==> src/rtl/disp_scan_if.sv <==
// rtl/disp_scan_if.sv - segment inputs and multiplexed display outputs of the scanner
interface disp_scan_if;
  logic [6:0] SEG0;
  logic [6:0] SEG1;
  logic [6:0] SEG2;
  logic [6:0] SEG3;
  logic [3:0] BLINK_MASK;
  logic [6:0] SEG_OUT;
  logic [3:0] AN;
  logic [1:0] DIG_IDX;

  // Source of digit data and sink of the display drive
  modport master (
    output SEG0, SEG1, SEG2, SEG3, BLINK_MASK,
    input  SEG_OUT, AN, DIG_IDX
  );

  // The scanner itself
  modport slave (
    input  SEG0, SEG1, SEG2, SEG3, BLINK_MASK,
    output SEG_OUT, AN, DIG_IDX
  );
endinterface

==> src/rtl/disp_scan.sv <==
// rtl/disp_scan.sv - 4-digit 7-segment scanner with dead time and blink; DISP_SCAN_LZB_EN enables leading-zero blanking
module disp_scan #(
  parameter int DIV       = 1024,
  parameter int BLANK_CYC = 2,
  parameter int BLINK_LEN = 128
) (
  input  logic        CLK,
  input  logic        RST_N,
  disp_scan_if.slave  bus
);

  localparam logic [15:0] DIV_M1   = 16'(DIV - 1);
  localparam logic [15:0] BLANK_M1 = 16'(BLANK_CYC - 1);
  localparam logic [15:0] BLINK_M1 = 16'(BLINK_LEN - 1);

  typedef enum logic {ST_BLANK = 1'b0, ST_SHOW = 1'b1} state_t;

  state_t      state_q, state_d;
  logic [15:0] cnt_q, cnt_d;
  logic [1:0]  idx_q, idx_d;
  logic [15:0] bcnt_q, bcnt_d;
  logic        phase_q, phase_d;
  logic [3:0]  an_q, an_d;
  logic [6:0]  seg_q, seg_d;
  logic [6:0]  sel_seg;

  // State, counters and registered outputs; reset blanks the display without waiting for a clock
  always_ff @(posedge CLK or negedge RST_N) begin
    if (!RST_N) begin
      state_q <= ST_BLANK;
      cnt_q   <= '0;
      idx_q   <= 2'd3;
      bcnt_q  <= '0;
      phase_q <= 1'b0;
      an_q    <= 4'b1111;
      seg_q   <= 7'b1111111;
    end else begin
      state_q <= state_d;
      cnt_q   <= cnt_d;
      idx_q   <= idx_d;
      bcnt_q  <= bcnt_d;
      phase_q <= phase_d;
      an_q    <= an_d;
      seg_q   <= seg_d;
    end
  end

  // Next state: BLANK dead time advances the digit, end of SHOW bumps the blink counter
  always_comb begin
    state_d = state_q;
    cnt_d   = cnt_q + 16'd1;
    idx_d   = idx_q;
    bcnt_d  = bcnt_q;
    phase_d = phase_q;
    case (state_q)
      ST_BLANK: begin
        if (cnt_q == BLANK_M1) begin
          state_d = ST_SHOW;
          cnt_d   = '0;
          idx_d   = idx_q + 2'd1;
        end
      end
      ST_SHOW: begin
        if (cnt_q == DIV_M1) begin
          state_d = ST_BLANK;
          cnt_d   = '0;
          if (bcnt_q == BLINK_M1) begin
            bcnt_d  = '0;
            phase_d = ~phase_q;
          end else begin
            bcnt_d = bcnt_q + 16'd1;
          end
        end
      end
      default: begin
        state_d = ST_BLANK;
        cnt_d   = '0;
      end
    endcase
  end

  // Digit data selected by the index the display will show after this edge
  always_comb begin
    sel_seg = 7'b1111111;
    case (idx_d)
      2'd0:    sel_seg = bus.SEG0;
      2'd1:    sel_seg = bus.SEG1;
      2'd2:    sel_seg = bus.SEG2;
      2'd3:    sel_seg = bus.SEG3;
      default: sel_seg = 7'b1111111;
    endcase
  end

  // Output decode from next state so the registered AN/SEG_OUT line up with state_q
  always_comb begin
    an_d  = 4'b1111;
    seg_d = 7'b1111111;
    if (state_d == ST_SHOW) begin
      an_d[idx_d] = 1'b0;
      seg_d       = sel_seg;
      if (phase_d && bus.BLINK_MASK[idx_d]) begin
        seg_d = 7'b1111111;
      end
`ifdef DISP_SCAN_LZB_EN
      // A leading "0" on tens-of-minutes is suppressed; the anode still fires
      if ((idx_d == 2'd3) && (bus.SEG3 == 7'b0000001)) begin
        seg_d = 7'b1111111;
      end
`endif
    end
  end

  assign bus.AN      = an_q;
  assign bus.SEG_OUT = seg_q;
  assign bus.DIG_IDX = idx_q;

endmodule

==> src/flat_wrapper.sv <==
// flat-port wrapper written by rule: the top's interface ports become plain ports
module disp_scan_flat 
#(
  parameter int DIV       = 1024,
  parameter int BLANK_CYC = 2,
  parameter int BLINK_LEN = 128
)
  (CLK, RST_N, bus_SEG0, bus_SEG1, bus_SEG2, bus_SEG3, bus_BLINK_MASK, bus_SEG_OUT, bus_AN, bus_DIG_IDX);
  disp_scan_if bus_i ();
  input  logic CLK;
  input  logic RST_N;
  input wire logic [$bits(bus_i.SEG0)-1:0] bus_SEG0;
  input wire logic [$bits(bus_i.SEG1)-1:0] bus_SEG1;
  input wire logic [$bits(bus_i.SEG2)-1:0] bus_SEG2;
  input wire logic [$bits(bus_i.SEG3)-1:0] bus_SEG3;
  input wire logic [$bits(bus_i.BLINK_MASK)-1:0] bus_BLINK_MASK;
  output wire logic [$bits(bus_i.SEG_OUT)-1:0] bus_SEG_OUT;
  output wire logic [$bits(bus_i.AN)-1:0] bus_AN;
  output wire logic [$bits(bus_i.DIG_IDX)-1:0] bus_DIG_IDX;
  assign bus_i.SEG0 = bus_SEG0;
  assign bus_i.SEG1 = bus_SEG1;
  assign bus_i.SEG2 = bus_SEG2;
  assign bus_i.SEG3 = bus_SEG3;
  assign bus_i.BLINK_MASK = bus_BLINK_MASK;
  assign bus_SEG_OUT = bus_i.SEG_OUT;
  assign bus_AN = bus_i.AN;
  assign bus_DIG_IDX = bus_i.DIG_IDX;
  disp_scan #(.DIV(DIV), .BLANK_CYC(BLANK_CYC), .BLINK_LEN(BLINK_LEN)) u_core (.CLK(CLK), .RST_N(RST_N), .bus(bus_i));
endmodule
==> config.mk <==
export PLATFORM = sky130hd
export DESIGN_NAME = disp_scan_flat
export DESIGN_NICKNAME = d
export VERILOG_FILES = /design/src/rtl/disp_scan_if.sv /design/src/rtl/disp_scan.sv /design/src/flat_wrapper.sv
export SDC_FILE = /design/constraint.sdc
export NUM_CORES = 1
export LEC_CHECK = 0
export BUFFER_PORTS_ARGS = -buffer_cell sky130_fd_sc_hd__buf_4
export CORE_UTILIZATION = 50
export CTS_BUF_LIST = sky130_fd_sc_hd__clkbuf_16
export DETAILED_ROUTE_END_ITERATION = 6
export GPL_ROUTABILITY_DRIVEN = 0
export PLACE_DENSITY_LB_ADDON = 0.1
export RECOVER_POWER = 100
export SKIP_CTS_REPAIR_TIMING = 1
export SYNTH_ARGS = -nofsm -noshare
export SYNTH_HDL_FRONTEND = slang
export SYNTH_SLANG_ARGS = --single-unit
==> constraint.sdc <==
create_clock -name CLK -period 2.18 [get_ports CLK]
set_input_delay 0.436 -clock CLK [delete_from_list [all_inputs] [get_ports CLK]]
set_output_delay 0.436 -clock CLK [all_outputs]
set_load 0.01 [all_outputs]
Yosys cells after proc, flatten, opt, wreduce, memory -nomap -nowiden --
Index checks and enable logic that the tools add are counted.
Word-level totals: flip-flop bits (word level) 47, input port bits 34, output and inout port bits 13, word-level logic and storage cells 45
Operators by class: add/subtract/negate cells 3, $lt $le $gt $ge 2, equality and inequality tests 6, mux-type cells 20, bitwise operators 3, reduce and logical (&&, ||, !) cells 4
Operators with widths (count):
- $mux 16 | 3
- $add 16x1->16 const B | 2
- $pmux 16 s2 | 1
- $pmux 7 s4 | 1
- $eq 16x1->1 const B | 1
- $eq 16x10->1 const B | 1
- $eq 16x7->1 const B | 1
- $mux 7 | 2
- $mux 1 | 7
- $eq 2x2->1 const B | 2
- $mux 2 | 2
- $mux 4 | 1
- $not 4->4 | 1
- $lt 2x3->1 const B | 1
- $add 2x1->2 const B | 1
- $bmux 1 s2 | 1
- $demux 1 s2 | 1
- $eq 2x1->1 const B | 1
- $ge 2x1->1 const B | 1
- $logic_and 1x1->1 | 2
- $logic_not 2->1 | 1
- $not 1->1 | 2
- $pmux 1 s2 | 1
- $reduce_and 2->1 | 1

Longest topological paths before layout --
Gate-level depths: netlist of run 1.
depth after elaboration 9, gate-level depth with buffers 8, gate-level depth less buffers 7

Least setup slack after synthesis of run 1 --
No wires, ideal clock.
path type register to register, from reg u_core.cnt_q[10], to reg u_core.bcnt_q[7], setup time 125 ps, arrival time 1897 ps, required time 2055 ps, slack 159 ps, cell stages (with the launch flop) 6, path buffers 0, clock period less this slack 2021 ps, cells stage by stage dfrtp_1 or4_4 nor4_4 nand4_1 nor3_2 mux2_2
On the way: cells in the longest elaborated chain, start to end 2
Ends and longest elaborated chain:
- start: declaration | RTL line disp_scan.sv:19 | logic [15:0] cnt_q, cnt_d;
- start signal: assignment | RTL line disp_scan.sv:39 | cnt_q <= cnt_d;
- $eq 16x10->1 | RTL line disp_scan.sv:64 | if (cnt_q == DIV_M1) begin
- $reduce_and 2->1 (no line)
- end signal: assignment | RTL line disp_scan.sv:41 | bcnt_q <= bcnt_d;
- end: declaration | RTL line disp_scan.sv:21 | logic [15:0] bcnt_q, bcnt_d;
Every way passes these cells. A chain may end at the register's enable or synchronous reset.

Final worst setup path of run 1 --
Ends and elaborated chain as after synthesis.

==> key figures, run 1 <==
Global route
  – Met2 Resource Use GR: around two fifths
  – Overflow after GRT: 0
  – Vias in the first global route: 1,986
  – GR Util met1: 28.2%
  – Pin count of the biggest net entering global routing: 48
  – GR Util met3: 4.03%
  – GR peak layer: met2
  – First-pass GRT wire length: about 9000 um
  – Total track usage: 22.4%
  – Initial antenna violation count: 0

Die
  – Die area: 0.00526 mm2
  – I/O pin cnt: 47
  – Core Region: between 0.004 and 0.005 mm2
  – Chip width: ~72 um
  – Die H: 72.5 um
  – Starting Density: a little over half
  – Cell row count: 25

Finish
  – Fill cell count: ~420
  – Ant diodes: 0
  – Area used by multi-input combinational logic: 0.00123 mm2
  – Share of cells above drive strength 1: 27.3%
  – Area delta synth->final: 23.3%
  – Post-Layout Inst Area: roughly 0.0031 mm2
  – # nets final: 329
  – Seq. cell area: 0.00119 mm2

Hold path
  – Hold Path Class: in2async

Job
  – Max cap viols: 0

CTS
  – Clock buffer depth: 2
  – Reg clk slew, reported paths: 70 ps
  – Root Buffer: clkbuf_16
  – H-tree depth: 2
  – Clk sinks: 47
  – CTS tree: yes
  – Clock buffer count from CTS: 5
  – Clock Latency Late Sink: 290 ps

Critical path
  – Critical path capture point type: flop
  – Critical Path RT: between 2000 and 2500 ps
  – WS Path Type: reg2reg
  – Crit path max fanout: 6
  – Critical Path AT: 2210 ps
  – Worst setup SP type: flop

Pwr
  – Max IR drop VDD: approximately 560 uV
  – Pwr per Cell Area: between 500 and 600 mW/mm2
  – Leakage: 1.35 nW
  – Power after layout: 0.00174 W

Logic synthesis
  – Post-Synthesis Cells: 233
  – Post-synth cell types: 42
  – Top-area cell type share of the netlist area: between 30% and 40%
  – Proportion of synthesized chip area in sequential cells: 48.0%
  – EDFF count, synth: 0
  – Synth top area cells: dfrtp_1 (34%), dfstp_2 (14%), xnor2_1 (5.6%), nor2_1 (4.4%), xor2_1 (4.2%)
  – Synth Net Count: 270
  – Most used DFF post-synth: dfrtp_1
  – Commonest cells in the netlist: dfrtp_1 (34), nor2_1 (29), nand2_1 (18), xnor2_1 (16), dfstp_2 (13)
  – Synthesized area: 0.00248 mm2
  – Top-count cell post-synth: dfrtp_1
  – Dominant cell type by area after synthesis: dfrtp_1
  – Ys async rst share: 100%
  – Synth Area per Inst: 10.7 um2
  – Seq cells post-synth: 47
  – Yosys warnings: 0

Timing
  – Max Slew Vio Count: 0
  – Fin Setup TNS: 0 ps
  – Minimum clock period: 2030 ps
  – Fmax: 492 MHz
  – Hold_ws: 382 ps
  – Max-slew headroom: between 20 and 25%
  – Final setup margin: roughly 150 ps
  – Actual slew at the worst max-slew pin: roughly 1200 ps
  – Final setup violation count: 0
  – Clock skew: 6.26 ps
  – Final Hold Fails: 0
  – Tcrit/Tclk final: 93.3%
  – Unrepaired setup endpoints after global routing: false

Place
  – Placed cell area: 0.00297 mm2
  – Detailed Place HPWL: ~3800 um
  – DP Worst Slack: ~140 ps
  – Number of port buffers: 46

Route
  – Final antenna-violating net count: 0
  – Initial DRC count: 114
  – Initial DRT Pass Iterations: 4
  – Via/cell ratio: 5.36
  – Routed length per placed instance: 14.7 um
  – Routed wire length: 5270 um
  – Drc violations: 0
  – Vias post-DR: a little under 2,000

Status
  – Status: finished, final reports clean
[power breakdown]
group | switching, W | leakage (nW) | internal (W)
Clock | 0.000338 | 0.0664 | 0.000429
Combinational | 0.0000372 | 0.704 | 0.0000482
Sequential | 0.00000145 | 0.582 | 0.000884
Total | 0.000377 | 1.35 | 0.00136
[per-stage QoR]
| step | utilization (%) | std cells |
|---|---|---|
| 6_report | 64.4 | 360 |
| 5_1_grt | 64.4 | 360 |
| 4_1_cts | 65.6 | 360 |
| 3_5_place_dp | 62.5 | 352 |
| 3_3_place_gp | 62.5 | 352 |
| 2_1_floorplan | - | 233 |
[state kept, by name (all words and copies together) (netlist names)]
signal,count
u_core.bus.SEG_OUT,7
u_core.state_q,1
u_core.bus.AN,4
u_core.bus.DIG_IDX,2
u_core.cnt_q,16
u_core.bcnt_q,16
u_core.phase_q,1
[per-layer routing]
metal,up-vias,wire (um)
met4,0,61
li1,948,-
met2,36,2640
met3,6,176
met5,-,0
met1,938,2390
[final cells by class]
type	instances	area share [%]
Sequential cell	47	38.9
Inverter	9	1.10
Multi-Input combinational cell	172	40.2
Clock inverter	3	0.776
Tap cell	67	2.74
Timing Repair Buffer	57	12.2
Clock buffer	5	4.08
[layout by cell type, fill, tap and decap left out, types with 11 or more instances in the layout]
cell | Yosys | layout
nand2_1 | 18 | 18
nor2_1 | 29 | 29
xor2_1 | 12 | 12
xnor2_1 | 16 | 16
dfstp_2 | 13 | 11
buf_4 | 0 | 42
clkbuf_1 | 3 | 14
dfrtp_1 | 34 | 34
[cells by family (layout without fill, tap and decap cells)]
group,count (synthesis),count (layout),share of synthesized area [%]
simple gates,100,100,23.9
mux,14,14,5.94
flops,47,47,48.0
buf+inv,14,74,2.42
xor+xnor,29,29,11.0
compound gates,26,26,7.25
fa+ha+maj,3,3,1.51
[path summary, 6_finish.rpt]
check | from | endpoint | slack, ps | depth (start not counted)
setup / recovery | u_core.cnt_q[10] | u_core.bcnt_q[7] | 150 | 5
hold reg to reg | u_core.bcnt_q[15] | u_core.bcnt_q[15] | 470 | 1
setup reg to reg | u_core.cnt_q[10] | u_core.bcnt_q[7] | 150 | 5
hold / removal | RST_N | u_core.bcnt_q[12] | 380 | 1
min in group CLK | bus_SEG2[0] | u_core.bus.SEG_OUT[0] | 390 | 3
max in group asynchronous | RST_N | u_core.cnt_q[2] | 1110 | 1
[worst max-delay path: stages (launching register included)]
cell and delay [ps]:
dfrtp_1 440, or4_4 590, nor4_4 240, nand4_1 140
nor3_1 170, mux2_2 350
No activity file was read; power rests on OpenSTA's default activity.
==> run 2, diff against run 1 <==
--- a/config.mk
+++ b/config.mk
@@ -5,12 +5,13 @@
 export SDC_FILE = /design/constraint.sdc
 export NUM_CORES = 1
 export LEC_CHECK = 0
+export ABC_AREA = 1
 export BUFFER_PORTS_ARGS = -buffer_cell sky130_fd_sc_hd__buf_4
-export CORE_UTILIZATION = 50
+export CORE_UTILIZATION = 51
 export CTS_BUF_LIST = sky130_fd_sc_hd__clkbuf_16
 export DETAILED_ROUTE_END_ITERATION = 6
 export GPL_ROUTABILITY_DRIVEN = 0
-export PLACE_DENSITY_LB_ADDON = 0.1
+export PLACE_DENSITY_LB_ADDON = 0.12
 export RECOVER_POWER = 100
 export SKIP_CTS_REPAIR_TIMING = 1
 export SYNTH_ARGS = -nofsm -noshare
==> key figures, run 2 <==
CTS
  – Root Buffer: clkbuf_16
  – Reg clk slew, reported paths: ~70 ps
  – Clock buffer depth: 2
  – Clk sinks: 47
  – Clock buffer count from CTS: 5
  – Clock Latency Late Sink: 290 ps
  – CTS tree: yes
  – H-tree depth: 2

Logic synthesis
  – Yosys warnings: 0
  – Top-area cell type share of the netlist area: 31.5%
  – Post-Synthesis Cells: 339
  – Synth Net Count: 376
  – Dominant cell type by area after synthesis: dfrtp_1
  – Commonest cells in the netlist: nand2_1 (77), nor2_1 (47), inv_1 (40), dfrtp_1 (34), nand3_1 (32)
  – Top-count cell post-synth: nand2_1
  – Post-synth cell types: 31
  – Synth Area per Inst: roughly 8.0 um2
  – Ys async rst share: 100%
  – Proportion of synthesized chip area in sequential cells: 44.1%
  – Seq cells post-synth: 47
  – Most used DFF post-synth: dfrtp_1
  – Synth top area cells: dfrtp_1 (31%), dfstp_2 (13%), nand2_1 (11%), nor2_1 (6.5%), nand3_1 (5.9%)
  – Synthesized area: 0.00270 mm2
  – EDFF count, synth: 0

Place
  – DP Worst Slack: 104 ps
  – Detailed Place HPWL: 4270 um
  – Number of port buffers: 46
  – DP Cell Count: about 450

Pwr
  – Max IR drop VDD: 294 uV
  – Leakage: ~1.6 nW
  – Power after layout: 0.00170 W
  – Pwr per Cell Area: 530 mW/mm2

Critical path
  – CP dominant cell by count: nor2_1
  – Critical Path AT: approximately 2200 ps
  – Worst path slowest cell: dfrtp_1
  – Crit path max fanout: 9
  – Buf/Inv on CP: 0
  – Crit-path cells: ha_1, nand3_1, nor2_4, nand2_4, nor2_8, nand3_4, nor2_2, nand2_1, nor2_1, nand2_1, nor2_1, nor2_1
  – Worst setup SP type: flop
  – Critical path capture point type: flop
  – Critical Path RT: 2360 ps
  – Crit-path leading delay family: simple AND/OR/NAND/NOR gates
  – WS Path Type: reg2reg
  – Max incr delay on CP: 400 ps

Timing
  – Unrepaired setup endpoints after global routing: false
  – Final setup violation count: 0
  – Clock skew: 8.00 ps
  – Final Hold Fails: 0
  – Hold_ws: 371 ps
  – Max-slew headroom: 23.6%
  – Final setup margin: 206 ps
  – Minimum clock period: 1970 ps
  – Fmax: between 500 and 600 MHz
  – Actual slew at the worst max-slew pin: ~1100 ps
  – Fin Setup TNS: 0 ps
  – Max Slew Vio Count: 0
  – Tcrit/Tclk final: 90.6%

Global route
  – Vias in the first global route: roughly 2,200
  – First-pass GRT wire length: 9710 um
  – Overflow after GRT: 0
  – Initial antenna violation count: 0
  – Total track usage: 22.8%
  – Pin count of the biggest net entering global routing: 48

Die
  – Die area: 0.00559 mm2
  – Die H: 74.8 um
  – Cell row count: 26
  – Core Region: 0.00511 mm2
  – Chip width: 74.8 um
  – I/O pin cnt: 47
  – Starting Density: 52.9%

Finish
  – Share of cells above drive strength 1: 20.4%
  – Most common cell after layout, fill and taps aside: nand2_1
  – Fill cell count: 477
  – Area delta synth->final: 18.9%
  – Ant diodes: 0
  – Commonest non-fill, non-tap cells in the layout: nand2_1 (78), nor2_1 (47), inv_1 (41)
  – Seq. cell area: approximately 0.0012 mm2
  – Non-Filler Instances: 462
  – # nets final: 428
  – Area used by multi-input combinational logic: 0.00131 mm2

Route
  – Via/cell ratio: 5.07
  – Routed length per placed instance: 12.3 um
  – Routed wire length: 5700 um
  – Initial DRC count: 126
  – Vias post-DR: 2,341
  – Final antenna-violating net count: 0
  – Drc violations: 0
  – Initial DRT Pass Iterations: 5

Job
  – Max cap viols: 0

Status
  – Status: finished, final reports clean

Hold path
  – Hold Path Class: in2async
run 2: power by group:
group	internal, W	switching, W
clock network	0.000415	0.000313
registers	0.000884	0.00000203
logic	0.0000471	0.0000404
run 2: logic make-up (layout without fill, tap and decap cells):
kind of cell / count (synthesis) / after routing / share of synthesized area [%]
simple gates: 207 / 207 / 37.5
fa+ha+maj: 3 / 3 / 1.39
buf+inv: 47 / 100 / 7.18
flops: 47 / 47 / 44.1
xor+xnor: 19 / 19 / 6.44
compound gates: 16 / 16 / 3.34
run 2: per-stage QoR:
step / utilization (%) / instance area, um2
after floorplan: - / 2700
after global placement: 61.2 / 3120
after detailed placement: 61.2 / 3120
after CTS: 63.9 / 3260
after global routing: 62.9 / 3210
final: 62.9 / 3210
run 2: area by class of cell:
cell class | instances | share of cell area (%)
inverters | 43 | 5.03
multi-input cells | 245 | 40.8
flip-flops and latches | 47 | 37.1
repair buffers | 49 | 9.98
clock buffers | 5 | 3.90
well taps | 70 | 2.73
clock inverters | 3 | 0.390
run 2: metal layers:
metal	vias to the layer above	global-route usage [%]	part of all wire (%)	routed length (um)
li1	1194	-	-	-
met1	1076	31.0	49	2780
met2	59	36.9	45	2590
met3	12	3.08	3.7	213
met4	0	8.81	2.0	116
met5	-	0	0	0
run 2: path summary, 6_finish.rpt:
kind / start / endpoint / slack, ps / cells past startpoint
hold / removal: RST_N / u_core.cnt_q[2] / 370 / 1
min in group CLK: bus_SEG2[3] / u_core.bus.SEG_OUT[3] / 450 / 5
max in group asynchronous: RST_N / u_core.bcnt_q[4] / 1110 / 1
setup / recovery: u_core.cnt_q[0] / u_core.bcnt_q[11] / 210 / 12
hold reg to reg: u_core.cnt_q[15] / u_core.cnt_q[15] / 470 / 1
setup reg to reg: u_core.cnt_q[0] / u_core.bcnt_q[11] / 210 / 12
==> run 3, diff against run 2 <==
--- a/config.mk
+++ b/config.mk
@@ -13,6 +13,7 @@
 export GPL_ROUTABILITY_DRIVEN = 0
 export PLACE_DENSITY_LB_ADDON = 0.12
 export RECOVER_POWER = 100
+export SETUP_SLACK_MARGIN = 0.3
 export SKIP_CTS_REPAIR_TIMING = 1
 export SYNTH_ARGS = -nofsm -noshare
 export SYNTH_HDL_FRONTEND = slang
==> key figures, run 3 (synthesis results as in run 2) <==
Timing
  – Max Slew Vio Count: 0
  – Clock skew: 6.08 ps
  – Max-slew headroom: 23.6%
  – Minimum clock period: 1930 ps
  – Final Hold Fails: 0
  – Fin Setup TNS: 0 ps
  – Actual slew at the worst max-slew pin: 1150 ps
  – Unrepaired setup endpoints after global routing: true
  – Fmax: 519 MHz
  – Tcrit/Tclk final: between 80% and 90%
  – Final setup violation count: 0

Pwr
  – Pwr per Cell Area: 490 mW/mm2
  – Leakage: 1.74 nW
  – Max IR drop VDD: 289 uV

Finish
  – Share of cells above drive strength 1: 30.3%
  – Area used by multi-input combinational logic: 0.00146 mm2
  – Post-Layout Inst Area: 0.00350 mm2
  – Final core utilization: 68.5%
  – Commonest non-fill, non-tap cells in the layout: nand2_1 (69), buf_4 (48), inv_1 (41)
  – # nets final: around 450
  – Fill cell count: 444
  – Area delta synth->final: 29.6%
  – Seq. cell area: 0.00119 mm2
  – Ant diodes: 0
  – Most common cell after layout, fill and taps aside: nand2_1

CTS
  – Reg clk slew, reported paths: around 60 ps
  – H-tree depth: 2
  – Clock buffer count from CTS: 5
  – Clock Latency Late Sink: 290 ps
  – CTS tree: yes
  – Clock buffer depth: 2
  – Root Buffer: clkbuf_16
  – Clk sinks: 47

Critical path
  – Max incr delay on CP: 400 ps
  – Worst path slowest cell: dfrtp_1
  – Critical Path RT: approximately 2400 ps
  – Crit-path cells: ha_1, nand3_4, nor2_4, nand2_4, nor2_8, nand3_4, nor2_4, xor2_2, nand2_4, nand2_2
  – R2r endpoint: u_core.bus.SEG_OUT[5]
  – Flop2flop setup slack: 250 ps
  – Crit path depth: 10
  – Buf/Inv on CP: 0
  – WS Path Type: reg2reg
  – Reg2Reg Depth: 10
  – Crit path max fanout: 7
  – Worst setup SP type: flop
  – Critical Path AT: 2160 ps
  – R2R Path Start: u_core.cnt_q[0]
  – Crit path capture: u_core.bus.SEG_OUT[5]
  – Critical Path Source: u_core.cnt_q[0]
  – Crit-path leading delay family: simple AND/OR/NAND/NOR gates
  – Critical path capture point type: flop

Global route
  – Overflow after GRT: 0
  – Vias in the first global route: 2,230
  – Pin count of the biggest net entering global routing: 48
  – Total track usage: 22.8%
  – Initial antenna violation count: 0
  – First-pass GRT wire length: 9710 um

Route
  – Final antenna-violating net count: 0
  – Via/cell ratio: 5.01
  – Initial DRT Pass Iterations: 5
  – Drc violations: 0
  – Vias post-DR: between 2,000 and 2,500
  – Routed length per placed instance: about 13 um
  – Routed wire length: 6150 um
  – Initial DRC count: about 100

Place
  – Placed cell area: 0.00312 mm2
  – Detailed Place HPWL: 4270 um
  – Number of port buffers: 46

Status
  – Status: finished, final reports clean

Job
  – Max cap viols: 0

Die
  – Die H: 74.8 um
  – I/O pin cnt: 47
  – Die area: 0.00559 mm2
  – Cell row count: 26
  – Chip width: 74.8 um
  – Core Region: 0.00511 mm2
  – Starting Density: 52.9%

Hold path
  – Hold Path Class: in2async
[run 3: area by class of cell]
| cell class | instances | area share [%] |
|---|---|---|
| clock buffer | 5 | 3.57 |
| sequential | 47 | 34.1 |
| clock inverter | 3 | 0.357 |
| multi-input combinational | 245 | 41.7 |
| tap | 70 | 2.50 |
| inverter | 43 | 4.75 |
| timing repair buffer | 66 | 13.0 |
[run 3: worst min-delay path by stage]
stage	start	end	slack, ps	cells past startpoint
floorplan	RST_N	u_core.bcnt_q[0]	140	0
global placement	u_core.cnt_q[15]	u_core.cnt_q[15]	460	1
detailed placement	u_core.cnt_q[15]	u_core.cnt_q[15]	460	1
CTS	RST_N	u_core.bcnt_q[5]	180	1
global route	RST_N	u_core.cnt_q[3]	480	1
finish	RST_N	u_core.cnt_q[3]	370	1
[run 3: worst register-to-register path: stages (launching register included)]
cell and delay (ps):
dfrtp_1 400, ha_1 250, nand3_4 100, nor2_4 140, nand2_4 80, nor2_8 130, nand3_4 140, nor2_4 170
xor2_2 230, nand2_4 140, nand2_2 90
[run 3: report_power, final]
part / internal (W) / switching, W
sequential: 0.000884 / 0.00000204
combinational: 0.0000497 / 0.0000436
clock: 0.000415 / 0.000319
total: 0.00135 / 0.000365
[run 3: per-stage QoR]
stage | std cells | total power [W] | hold WS, ps | setup slack [ps]
after floorplan | 339 | 0.000921 | 140 | 462
final | 479 | 0.00171 | 367 | 252
after global routing | 479 | 0.00176 | 481 | 113
after CTS | 462 | 0.00172 | 177 | 100
after detailed placement | 454 | 0.000997 | 464 | 104
after global placement | 454 | 0.000997 | 456 | 161
[run 3: metal layers]
metal	part of all wire [%]	up-vias	wire length (um)	track usage (%)
met3	3.6	10	219	3.08
met4	1.7	0	102	8.81
met2	48	66	2950	36.9
met5	0	-	0	0
met1	47	1095	2880	31.0
li1	-	1231	-	-
